<file path="config.mk">
export PLATFORM = sky130hd
export DESIGN_NAME = instr_fetch_unit
export DESIGN_NICKNAME = d
export VERILOG_FILES = /design/src/rtl/fetch_pkg.sv /design/src/rtl/instr_fetch_unit_next_pc_sel.sv /design/src/rtl/instr_fetch_unit.sv
export SDC_FILE = /design/constraint.sdc
export NUM_CORES = 1
export LEC_CHECK = 0
export CAP_MARGIN = 20
export CORE_MARGIN = 2
export CORE_UTILIZATION = 45
export CTS_CLUSTER_DIAMETER = 100
export DETAILED_ROUTE_END_ITERATION = 10
export MAX_ROUTING_LAYER = met4
export PLACE_DENSITY = 0.82
export REMOVE_ABC_BUFFERS = 1
export SLEW_MARGIN = 20
export SYNTH_ARGS = -nofsm -noshare
export SYNTH_HDL_FRONTEND = slang
export SYNTH_HIERARCHICAL = 1
export SYNTH_SLANG_ARGS = --single-unit
</file>
<file path="constraint.sdc">
create_clock -name clk -period 3.3 [get_ports clk]
set_input_delay 0.495 -clock clk [delete_from_list [all_inputs] [get_ports clk]]
set_output_delay 0.495 -clock clk [all_outputs]
set_load 0.005 [all_outputs]
</file>
<file path="src/rtl/fetch_pkg.sv">
`default_nettype none
// ============================================================================
//  Package     : fetch_pkg
//  Description : Shared types and constants for the instruction fetch stage
//                and the downstream control decoder.
//  Revision    : 1.0 - initial release
// ============================================================================
package fetch_pkg;

    // Fetch sequencer states
    typedef enum logic [1:0] {
        IDLE  = 2'd0,
        REQ   = 2'd1,
        HOLD  = 2'd2,
        FAULT = 2'd3
    } fetch_state_e;

    // Instruction held while nothing valid has been fetched (ADDI x0,x0,0)
    localparam logic [31:0] NOP_INSTR = 32'h0000_0013;

    // Major opcodes shared with the control decoder
    localparam logic [6:0] OP_R      = 7'b0110011;
    localparam logic [6:0] OP_I      = 7'b0010011;
    localparam logic [6:0] OP_LOAD   = 7'b0000011;
    localparam logic [6:0] OP_STORE  = 7'b0100011;
    localparam logic [6:0] OP_BRANCH = 7'b1100011;
    localparam logic [6:0] OP_JAL    = 7'b1101111;
    localparam logic [6:0] OP_JALR   = 7'b1100111;

    // A fetch target is legal only on a 32-bit word boundary
    function automatic logic is_misaligned(input logic [1:0] addr_lsbs);
        return (addr_lsbs != 2'b00);
    endfunction

    // Instruction field extractors
    function automatic logic [6:0] instr_op(input logic [31:0] word);
        return word[6:0];
    endfunction

    function automatic logic [2:0] instr_func3(input logic [31:0] word);
        return word[14:12];
    endfunction

    function automatic logic [6:0] instr_func7(input logic [31:0] word);
        return word[31:25];
    endfunction

endpackage : fetch_pkg
`default_nettype wire

</file>
<file path="src/rtl/instr_fetch_unit_next_pc_sel.sv">
`default_nettype none
// ============================================================================
//  Module      : next_pc_sel
//  Description : Purely combinational next-PC resolution. Register-indirect
//                jump has the highest priority, then PC-relative jump or
//                taken branch, otherwise sequential. A Jr without Jump does
//                not redirect.
//  Revision    : 1.0 - initial release
// ============================================================================
module next_pc_sel
    import fetch_pkg::*;
#(
    parameter int XLEN = 32
) (
    input  logic [XLEN-1:0] pc,
    input  logic [XLEN-1:0] imm_ext,
    input  logic [XLEN-1:0] rs1_val,
    input  logic            Branch,
    input  logic            Zero,
    input  logic            Jump,
    input  logic            Jr,
    output logic [XLEN-1:0] next_pc,
    output logic            misaligned
);

    logic [XLEN-1:0] w_jr_target;
    logic [XLEN-1:0] w_rel_target;
    logic [XLEN-1:0] w_seq_target;
    logic            w_take_jr;
    logic            w_take_rel;

    // Candidate targets; all adds wrap at XLEN bits
    always_comb begin
        w_jr_target    = rs1_val + imm_ext;
        w_jr_target[0] = 1'b0;
        w_rel_target   = pc + imm_ext;
        w_seq_target   = pc + XLEN'(4);
    end

    // Priority select of the redirect source
    always_comb begin
        w_take_jr  = Jump & Jr;
        w_take_rel = Jump | (Branch & Zero);
        if (w_take_jr) begin
            next_pc = w_jr_target;
        end else if (w_take_rel) begin
            next_pc = w_rel_target;
        end else begin
            next_pc = w_seq_target;
        end
        misaligned = is_misaligned(next_pc[1:0]);
    end

endmodule : next_pc_sel
`default_nettype wire

</file>
<file path="src/rtl/instr_fetch_unit.sv">
`default_nettype none
// ============================================================================
//  Module      : instr_fetch_unit
//  Description : Fetch stage. Owns the PC, fetches one word per request over
//                a req/ack handshake, holds the instruction for the decoder
//                and advances the PC when execute accepts it.
//                Optional build macro MISALIGN_TRAP_EN: a misaligned next PC
//                parks the unit in FAULT (fetch_fault=1) until reset. Without
//                it the low two bits of the next PC are forced to zero.
//  Revision    : 1.0 - initial release
// ============================================================================
module instr_fetch_unit
    import fetch_pkg::*;
#(
    parameter int              XLEN     = 32,
    parameter logic [XLEN-1:0] RESET_PC = 32'h0000_0000,
    parameter int              CNT_W    = 32
) (
    input  logic             clk,
    input  logic             rst_n,

    output logic             imem_req,
    output logic [XLEN-1:0]  imem_addr,
    input  logic             imem_ack,
    input  logic [31:0]      imem_rdata,

    output logic             instr_valid,
    input  logic             instr_ready,
    output logic [31:0]      instr,
    output logic [6:0]       op,
    output logic [2:0]       func3,
    output logic [6:0]       func7,
    output logic [XLEN-1:0]  pc,
    output logic [XLEN-1:0]  pc_plus4,

    input  logic             Branch,
    input  logic             Jump,
    input  logic             Jr,
    input  logic             Zero,
    input  logic [XLEN-1:0]  imm_ext,
    input  logic [XLEN-1:0]  rs1_val,

    output logic [CNT_W-1:0] retire_count,
    output logic             fetch_fault
);

    fetch_state_e     state_q;
    fetch_state_e     state_d;
    logic [XLEN-1:0]  pc_q;
    logic [XLEN-1:0]  pc_d;
    logic [31:0]      instr_q;
    logic [31:0]      instr_d;
    logic [CNT_W-1:0] retire_count_q;
    logic [CNT_W-1:0] retire_count_d;

    logic [XLEN-1:0]  w_next_pc;
    logic             w_misaligned;
    logic [XLEN-1:0]  w_next_pc_final;
    logic             w_trap;
    logic             w_accept;
    logic             w_capture;

    // ------------------------------------------------------------------------
    // Next-PC resolution
    // ------------------------------------------------------------------------
    next_pc_sel #(
        .XLEN (XLEN)
    ) u_next_pc_sel (
        .pc         (pc_q),
        .imm_ext    (imm_ext),
        .rs1_val    (rs1_val),
        .Branch     (Branch),
        .Zero       (Zero),
        .Jump       (Jump),
        .Jr         (Jr),
        .next_pc    (w_next_pc),
        .misaligned (w_misaligned)
    );

`ifdef MISALIGN_TRAP_EN
    // Keep the raw target so the faulting address is visible on pc
    assign w_next_pc_final = w_next_pc;
    assign w_trap          = w_misaligned;
`else
    logic w_unused_lsbs;

    // Force word alignment; the misalignment flag has no consumer here
    assign w_next_pc_final = {w_next_pc[XLEN-1:2], 2'b00};
    assign w_trap          = 1'b0;
    assign w_unused_lsbs   = ^{w_misaligned, w_next_pc[1:0]};
`endif

    // Handshake qualifiers: ack only counts in REQ, accept only in HOLD
    assign w_accept  = (state_q == HOLD) & instr_ready;
    assign w_capture = (state_q == REQ) & imem_ack;

    // ------------------------------------------------------------------------
    // FSM: state register
    // ------------------------------------------------------------------------
    always_ff @(posedge clk) begin
        if (!rst_n) begin
            state_q <= IDLE;
        end else begin
            state_q <= state_d;
        end
    end

    // FSM: next-state logic
    always_comb begin
        state_d = state_q;
        case (state_q)
            IDLE: begin
                state_d = REQ;
            end
            REQ: begin
                if (w_capture) begin
                    state_d = HOLD;
                end
            end
            HOLD: begin
                if (w_accept) begin
                    state_d = w_trap ? FAULT : REQ;
                end
            end
            FAULT: begin
`ifdef MISALIGN_TRAP_EN
                state_d = FAULT;
`else
                state_d = IDLE;
`endif
            end
            default: begin
                state_d = IDLE;
            end
        endcase
    end

    // FSM: Moore outputs; request and valid are mutually exclusive by state
    always_comb begin
        imem_req    = (state_q == REQ);
        instr_valid = (state_q == HOLD);
`ifdef MISALIGN_TRAP_EN
        fetch_fault = (state_q == FAULT);
`else
        fetch_fault = 1'b0;
`endif
    end

    // ------------------------------------------------------------------------
    // Datapath: PC advance, instruction capture, retire counting
    // ------------------------------------------------------------------------
    always_comb begin
        pc_d           = pc_q;
        instr_d        = instr_q;
        retire_count_d = retire_count_q;
        if (w_capture) begin
            instr_d = imem_rdata;
        end
        if (w_accept) begin
            pc_d           = w_next_pc_final;
            retire_count_d = retire_count_q + CNT_W'(1);
        end
    end

    // Datapath registers
    always_ff @(posedge clk) begin
        if (!rst_n) begin
            pc_q           <= RESET_PC;
            instr_q        <= NOP_INSTR;
            retire_count_q <= '0;
        end else begin
            pc_q           <= pc_d;
            instr_q        <= instr_d;
            retire_count_q <= retire_count_d;
        end
    end

    // ------------------------------------------------------------------------
    // Output mapping
    // ------------------------------------------------------------------------
    assign imem_addr    = pc_q;
    assign pc           = pc_q;
    assign pc_plus4     = pc_q + XLEN'(4);
    assign instr        = instr_q;
    assign op           = instr_op(instr_q);
    assign func3        = instr_func3(instr_q);
    assign func7        = instr_func7(instr_q);
    assign retire_count = retire_count_q;

endmodule : instr_fetch_unit
`default_nettype wire

</file>
Yosys cells after proc, flatten, opt, wreduce, memory -nomap -nowiden. Cells that the tools add are included.

$add $sub $neg: 4. $mul: 0. Divide/modulo/power cells: 0. Order comparisons: 0. Eq/ne operators: 5. Shift-type cells: 0. Muxes and demuxes: 5. Bitwise operators: 5. Reduce and logical (&&, ||, !) cells: 2.

Operator list (number): 32-bit adder (2); 32-bit two-way mux (2); 32-bit by 1-bit adder with 32-bit output, second input constant (1); 32-bit by 3-bit adder with 32-bit output, second input constant (1); 2-bit case mux with 4 select lines (1); 1-bit bitwise AND (4); 2-bit equality test, second input constant (2); 2-bit two-way mux (2); 2-bit by 1-bit inequality test with 1-bit output, second input constant (2); 2-bit by 1-bit equality test with 1-bit output, second input constant (1); 2-bit zero test (1); 2-bit AND reduction (1); 1-bit bitwise OR (1).

Register bits: 96. Bits in latches: 0. Memory bits (writable): 0. ROM bits: 0. Bits of input ports: 104. Output and inout port bits: 180. Word-level logic and storage cells: 25. Memories kept: 0.

Logic depth before layout (Yosys ltp). Gate-level depths: netlist of the first run.

Depth after elaboration: 4. Depth in mapped cells: 14. Mapped depth without buffers: 14.

Cells and area by module. Netlist of the first run, hierarchy kept.

By module, submodules not included: instr_fetch_unit (times used 1, cells each 609, area each 4732.0 um2, sequential area each 1921.8 um2); next_pc_sel (times used 1, cells each 629, area each 4371.7 um2, sequential area each 0.0 um2).

Least setup slack after synthesis of the first run. No wires, ideal clock.

Path kind: input -> register. Start: input port imm_ext[0]. End: register pc_q[16], in the netlist imem_addr[16]. Library setup time: 132 ps. Arrival time: 2823 ps. Data required time: 3168 ps. Path slack: 345 ps. Stages: 14. Path buffers: 0. Cell sequence: and2_1 fa_1 a21o_1 a311oi_2 o31ai_2 a21boi_2 nor2_1 or2_1 a21o_1 a21oi_1 xor2_1 o21ai_1 nand2_1 a21oi_1.

Longest elaborated chain between the ends: 3. Elaborated cells between the ends (all ways): 4. Classes of those cells: add/sub: 2; mux: 2.

RTL lines: start, declared (RTL line instr_fetch_unit.sv:40) `input logic [XLEN-1:0] imm_ext,`; 32-bit adder (RTL line instr_fetch_unit_next_pc_sel.sv:36) `w_rel_target = pc + imm_ext;`; 32-bit two-way mux (RTL line instr_fetch_unit_next_pc_sel.sv:46) `end else if (w_take_rel) begin`; 32-bit two-way mux * (RTL line instr_fetch_unit_next_pc_sel.sv:44) `if (w_take_jr) begin`; named net w_next_pc[16] (RTL line instr_fetch_unit.sv:56) `logic [XLEN-1:0] w_next_pc;`; end signal, assigned (RTL line instr_fetch_unit.sv:172) `pc_q <= pc_d;`; end, declared (RTL line instr_fetch_unit.sv:49) `logic [XLEN-1:0] pc_q;`.

Mark *: on every way through the listed nets, which the timed path passes. The rest lies on a longest branch. A chain may end at the register's enable or synchronous reset.

Worst setup path after layout of the first run.
Start: register pc_q[4], in the netlist imem_addr[4]. End: output port pc_plus4[24].

Longest elaborated chain between the ends: 1.

RTL lines: 32-bit by 3-bit adder with 32-bit output (RTL line instr_fetch_unit.sv:183) `assign pc_plus4 = pc_q + XLEN'(4);`; end, declared (RTL line instr_fetch_unit.sv:34) `output logic [XLEN-1:0] pc_plus4,`.

No other way between the ends.

==> results of run 1 <==
-- metrics by stage --
| stage | TNS (ps) | hold slack, ps |
|---|---|---|
| after floorplan | 0 | 453 |
| after global placement | -3630 | 442 |
| after detailed placement | -4690 | 447 |
| after CTS | 0 | 457 |
| after global routing | -183 | 475 |
| final | -20.5 | 456 |
-- state kept, by name (all words and copies together) (netlist names) --
signal / count
instr: 32
retire_count: 32
imem_addr: 30
state_q: 2
-- final cells by class --
class,instances,area share
well taps,265,0.0256
repair buffers,401,0.286
flip-flops and latches,96,0.148
inverters,25,0.00723
multi-input cells,1007,0.509
clock inverters,7,0.00608
clock buffers,9,0.0174
-- path summary, 6_finish.rpt --
kind                     start  slack [ps]            end  cells after the start
hold / removal       instr[16]         460      instr[16]                      2
setup / recovery  imem_addr[4]         -20   pc_plus4[24]                      6
setup reg to reg  imem_addr[4]         290  imem_addr[30]                     14
hold reg to reg      instr[16]         460      instr[16]                      2
-- per-layer routing --
metal  part of all wire  track usage  up-vias
li1                   -            -     4981
met1               0.41        0.367     4909
met2               0.47        0.479      514
met3              0.090       0.0511       56
met4              0.025       0.0932        0
met5                  0            -        -
-- worst max-delay path: cells and delay by family, from the launching register on --
kind | cells | cell delay, ps
XOR/XNOR | 1 | 240
AND/OR/NAND/NOR | 3 | 1060
buffers and inverters | 2 | 760
flip-flops | 1 | 410
-- repair_timing --
| action | CTS | global route |
|---|---|---|
| endpoints found under the setup margin | 12 | 22 |
| pin swaps | 0 | 25 |
| hold buffers | 0 | 0 |
| endpoints found under the hold margin | 0 | 0 |
| buffers inserted | 0 | 5 |
| resized for setup | 6 | 28 |
-- power by group through the flow --
stage	registers [W]	logic (W)	clock network (W)
floorplan	0.00125	0.000525	0
global placement	0.00124	0.00101	0
detailed placement	0.00124	0.00102	0
CTS	0.00121	0.00104	0.00111
global route	0.00122	0.00116	0.00116
finish	0.00121	0.00108	0.00109
==> results.py, run 1 <==
metrics = {
    "layout": {
        "antenna_cells": 0,
        "multi_input_area_sq_um": 6610,
        "final_nets": 1710,
        "regArea_sq_um": 1930,
        "final_util": 0.662,
        "final_common_cell": "clkdlybuf4s50_1",
        "nFillCells": 1613,
        "final_cell_mix": "clkdlybuf4s50_1 (274), nand2_1 (193), a21oi_1 (153)",
        "stdcell_count": 1810,
        "drive_above_1_share": 0.133,
        "area_growth_pct": 43.0,
        "final_cell_area_sq_um": 13000,
    },
    "job": {
        "maxCapViolCount": 0,
    },
    "timing": {
        "hold_viol": 0,
        "worst_pin_slew_ps": 639,
        "maxSlewViolCount": 0,
        "timing.final.crit_period_ps": 3320,
        "setup_ws_ps": -20.5,
        "timing.fmax_mhz": 301,
        "slew_headroom": 0.572,
        "setup_viol": 1,
        "period_share": 1.01,
        "grt_setup_unrepaired": "true",
        "fin_worst_skew_ps": 12.7,
    },
    "route": {
        "drt_wl_total_mm": 32.0,
        "antenna_left": 0,
        "wl_per_cell_microns": 17.7,
        "route.detailed.drc": 0,
        "viasPerCell": 5.78,
        "drt-pass1-iter-count": 6,
        "drt_iter0_markers": 935,
        "vias": 10460,
    },
    "placement": {
        "placed_cells": 1789,
        "dpl_cell_area_sq_um": 12500,
        "io_buffers": 276,
        "gp_congestion": 1.00,
        "pre_cts_slack_ps": -457,
        "dp_hpwl_mm": 24.0,
    },
    "synthesis": {
        "avgSynthCellArea_sq_um": 7.37,
        "syn-cell-area_sq_um": 9070,
        "ys.warnings.count": 6,
        "synthCells": 1231,
    },
    "worst_setup_path": {
        "arrival_ps": 2830,
        "end_kind": "output port",
        "worst_setup_path_start_kind": "register",
        "required_ps": 2800,
        "crit_chain": "buf_6, and4_1, nand3_1, nor3_1, xor2_1, clkdlybuf4s50_1",
        "crit_type": "register to output port",
        "cpPeakStageDelay_ps": 570,
        "critPathMaxFanout": 12,
        "cp_slowest_cell": "clkdlybuf4s50_1",
    },
    "global_routing": {
        "grt_first_pass_wirelength_mm": 49.9,
        "grt_pass1_vias": 9757,
        "grt_max_degree": 43,
        "grt_usage": 0.293,
        "grt_overflow": 0,
        "antenna_found_initial": 0,
    },
    "floorplan": {
        "core_area_sq_um": 19600,
        "die_h_microns": 146,
        "num_io_pins": 284,
        "start_util": 0.463,
        "die_area_sq_um": 21300,
        "rows": 51,
        "die_w_microns": 146,
    },
    "clock_network": {
        "cts_sinks": 96,
        "path_clk_slew_ps": 70,
        "cts.htree.levels": 3,
        "cts_max_path_buffers": 2,
        "clock_latency_ps": 360,
        "cts_root_buf": "clkbuf_16",
        "cts_tree": "built",
        "cts_made_buffers": 9,
    },
    "power_and_ir_drop": {
        "p_int_w": 0.00227,
        "p_leak_nw": 5.08,
        "switching_power_w": 0.00111,
        "ir_drop_uv": 242,
        "pwr-share-comb": 0.318,
        "power_frac_seq": 0.359,
        "swShare": 0.329,
        "total_power_w": 0.00338,
        "power_density_nw_per_um2": 260,
        "clockPowerShare": 0.322,
    },
    "status": {
        "status": "finished, violations left",
        "violations": "negative setup slack",
    },
    "hold_path": {
        "hp-class": "register to register",
    },
}
No activity file was read; power rests on OpenSTA's default activity.
==> run 2: changes to the inputs <==
--- a/config.mk
+++ b/config.mk
@@ -18,3 +18,4 @@
 export SYNTH_HDL_FRONTEND = slang
 export SYNTH_HIERARCHICAL = 1
 export SYNTH_SLANG_ARGS = --single-unit
+export TNS_END_PERCENT = 30
==> run 2 against run 1 <==
Compared with the run above:
- the flow still finishes with violations (negative setup slack)
- setup slack improved by 17 ps
- flip-flop and latch count unchanged
- hold slack about the same
- die area unchanged
- power increased by 0.11%
- cell area about the same
==> results.py, run 2 (synthesized netlist as in run 1, its figures left out) <==
metrics = {
    "clock_network": {
        "path_clk_slew_ps": 80,
        "cts_sinks": 96,
        "cts.htree.levels": 3,
        "cts_tree": "built",
        "clock_latency_ps": 360,
        "cts_hold_buf": 0,
        "cts_max_path_buffers": 2,
        "cts_root_buf": "clkbuf_16",
        "cts_made_buffers": 9,
    },
    "layout": {
        "drive_above_1_share": 0.132,
        "area_growth_pct": 43.0,
        "final_cell_area_sq_um": 13000,
        "final_util": 0.662,
        "multi_input_area_sq_um": 6600,
        "final_nets": 1710,
        "regArea_sq_um": 1930,
        "final_cell_mix": "clkdlybuf4s50_1 (274), nand2_1 (193), a21oi_1 (153)",
        "final_common_cell": "clkdlybuf4s50_1",
        "nFillCells": 1616,
        "antenna_cells": 0,
    },
    "timing": {
        "period_share": 1.00,
        "fin_worst_skew_ps": 11.3,
        "timing.fmax_mhz": 303,
        "worst_pin_slew_ps": 642,
        "grt_setup_unrepaired": "true",
        "hold_viol": 0,
        "setup_ws_ps": -3.98,
        "slew_headroom": 0.570,
        "setup_viol": 1,
        "holdWs_ps": 456,
        "maxSlewViolCount": 0,
        "timing.final.crit_period_ps": 3300,
    },
    "route": {
        "wl_per_cell_microns": 17.7,
        "viasPerCell": 5.78,
        "antenna_left": 0,
        "drt_iter0_markers": 803,
        "drt-pass1-iter-count": 6,
        "vias": 10464,
        "route.detailed.drc": 0,
        "drt_wl_total_mm": 32.1,
    },
    "worst_setup_path": {
        "crit_chain": "buf_4, ha_1, nand3_1, nor3_1, xor2_1, clkdlybuf4s50_1",
        "worst_setup_path_start_kind": "register",
        "end_kind": "output port",
        "required_ps": 2800,
        "cpPeakStageDelay_ps": 570,
        "arrival_ps": 2810,
        "cp_slowest_cell": "clkdlybuf4s50_1",
        "crit_type": "register to output port",
        "crit_buf_inv": 2,
        "critPathMaxFanout": 11,
        "path_delay_family": "simple AND/OR/NAND/NOR gates",
    },
    "global_routing": {
        "grt_overflow": 0,
        "grt_usage": 0.293,
        "grt_first_pass_wirelength_mm": 49.9,
        "grt_max_degree": 43,
        "antenna_found_initial": 0,
        "grt_pass1_vias": 9757,
    },
    "floorplan": {
        "start_util": 0.463,
        "die_area_sq_um": 21300,
        "num_io_pins": 284,
        "core_area_sq_um": 19600,
        "die_h_microns": 146,
        "die_w_microns": 146,
        "rows": 51,
    },
    "power_and_ir_drop": {
        "power_density_nw_per_um2": 261,
        "p_leak_nw": 5.08,
        "total_power_w": 0.00338,
        "ir_drop_uv": 241,
    },
    "placement": {
        "gp_congestion": 1.00,
        "dpl_cell_area_sq_um": 12500,
        "dp_hpwl_mm": 24.0,
        "io_buffers": 276,
    },
    "hold_path": {
        "hp-class": "register to register",
    },
    "status": {
        "violations": "negative setup slack",
        "status": "finished, violations left",
    },
    "job": {
        "maxCapViolCount": 0,
    },
}
==> run 2: worst min-delay path, delay by kind of cell, from the launching register on <==
family	cells	cell delay, ps
AND/OR/NAND/NOR	1	50
flip-flops	1	310
AO/OA/AOI/OAI	1	50
==> run 2: repair_timing <==
action | in CTS | in global routing
pin swaps | 0 | 25
endpoints found under the setup margin | 12 | 22
setup buffers | 0 | 5
resized for setup | 6 | 27
gates cloned | 0 | 0
==> run 2: final cells by class <==
type | instances | area share
Tap cell | 265 | 0.0256
Clock buffer | 9 | 0.0174
Clock inverter | 7 | 0.00608
Timing Repair Buffer | 401 | 0.286
Sequential cell | 96 | 0.149
Multi-Input combinational cell | 1007 | 0.509
Inverter | 25 | 0.00724
==> run 2: routing by layer <==
metal	global-route usage	share of wire	vias to the layer above	wire [microns]
met5	-	0	-	0
met4	0.0932	0.024	0	771
met3	0.0511	0.093	57	2980
met2	0.479	0.47	519	15100
met1	0.367	0.41	4893	13200
li1	-	-	4995	-
==> run 2: worst paths after layout <==
path / from / endpoint / slack, ps / depth (start not counted)
max: imem_addr[2] / pc_plus4[24] / -4 / 6
min: instr[22] / instr[22] / 460 / 2
max reg2reg: imem_addr[4] / imem_addr[30] / 270 / 14
min reg2reg: instr[22] / instr[22] / 460 / 2
==> run 2: metrics by stage <==
step	setup TNS [ps]	setup slack, ps	instances
6_report	-3.98	-3.98	1810
5_1_grt	-289	-73.9	1810
4_1_cts	0	3.96	1805
3_5_place_dp	-4690	-457	1789
3_3_place_gp	-3630	-425	1789
2_1_floorplan	0	283	1128
==> run 2: report_power, final <==
group	switching, W	total, W	internal [W]
registers	0.0000284	0.00121	0.00119
logic	0.000533	0.00108	0.000544
clock network	0.000553	0.00109	0.000538
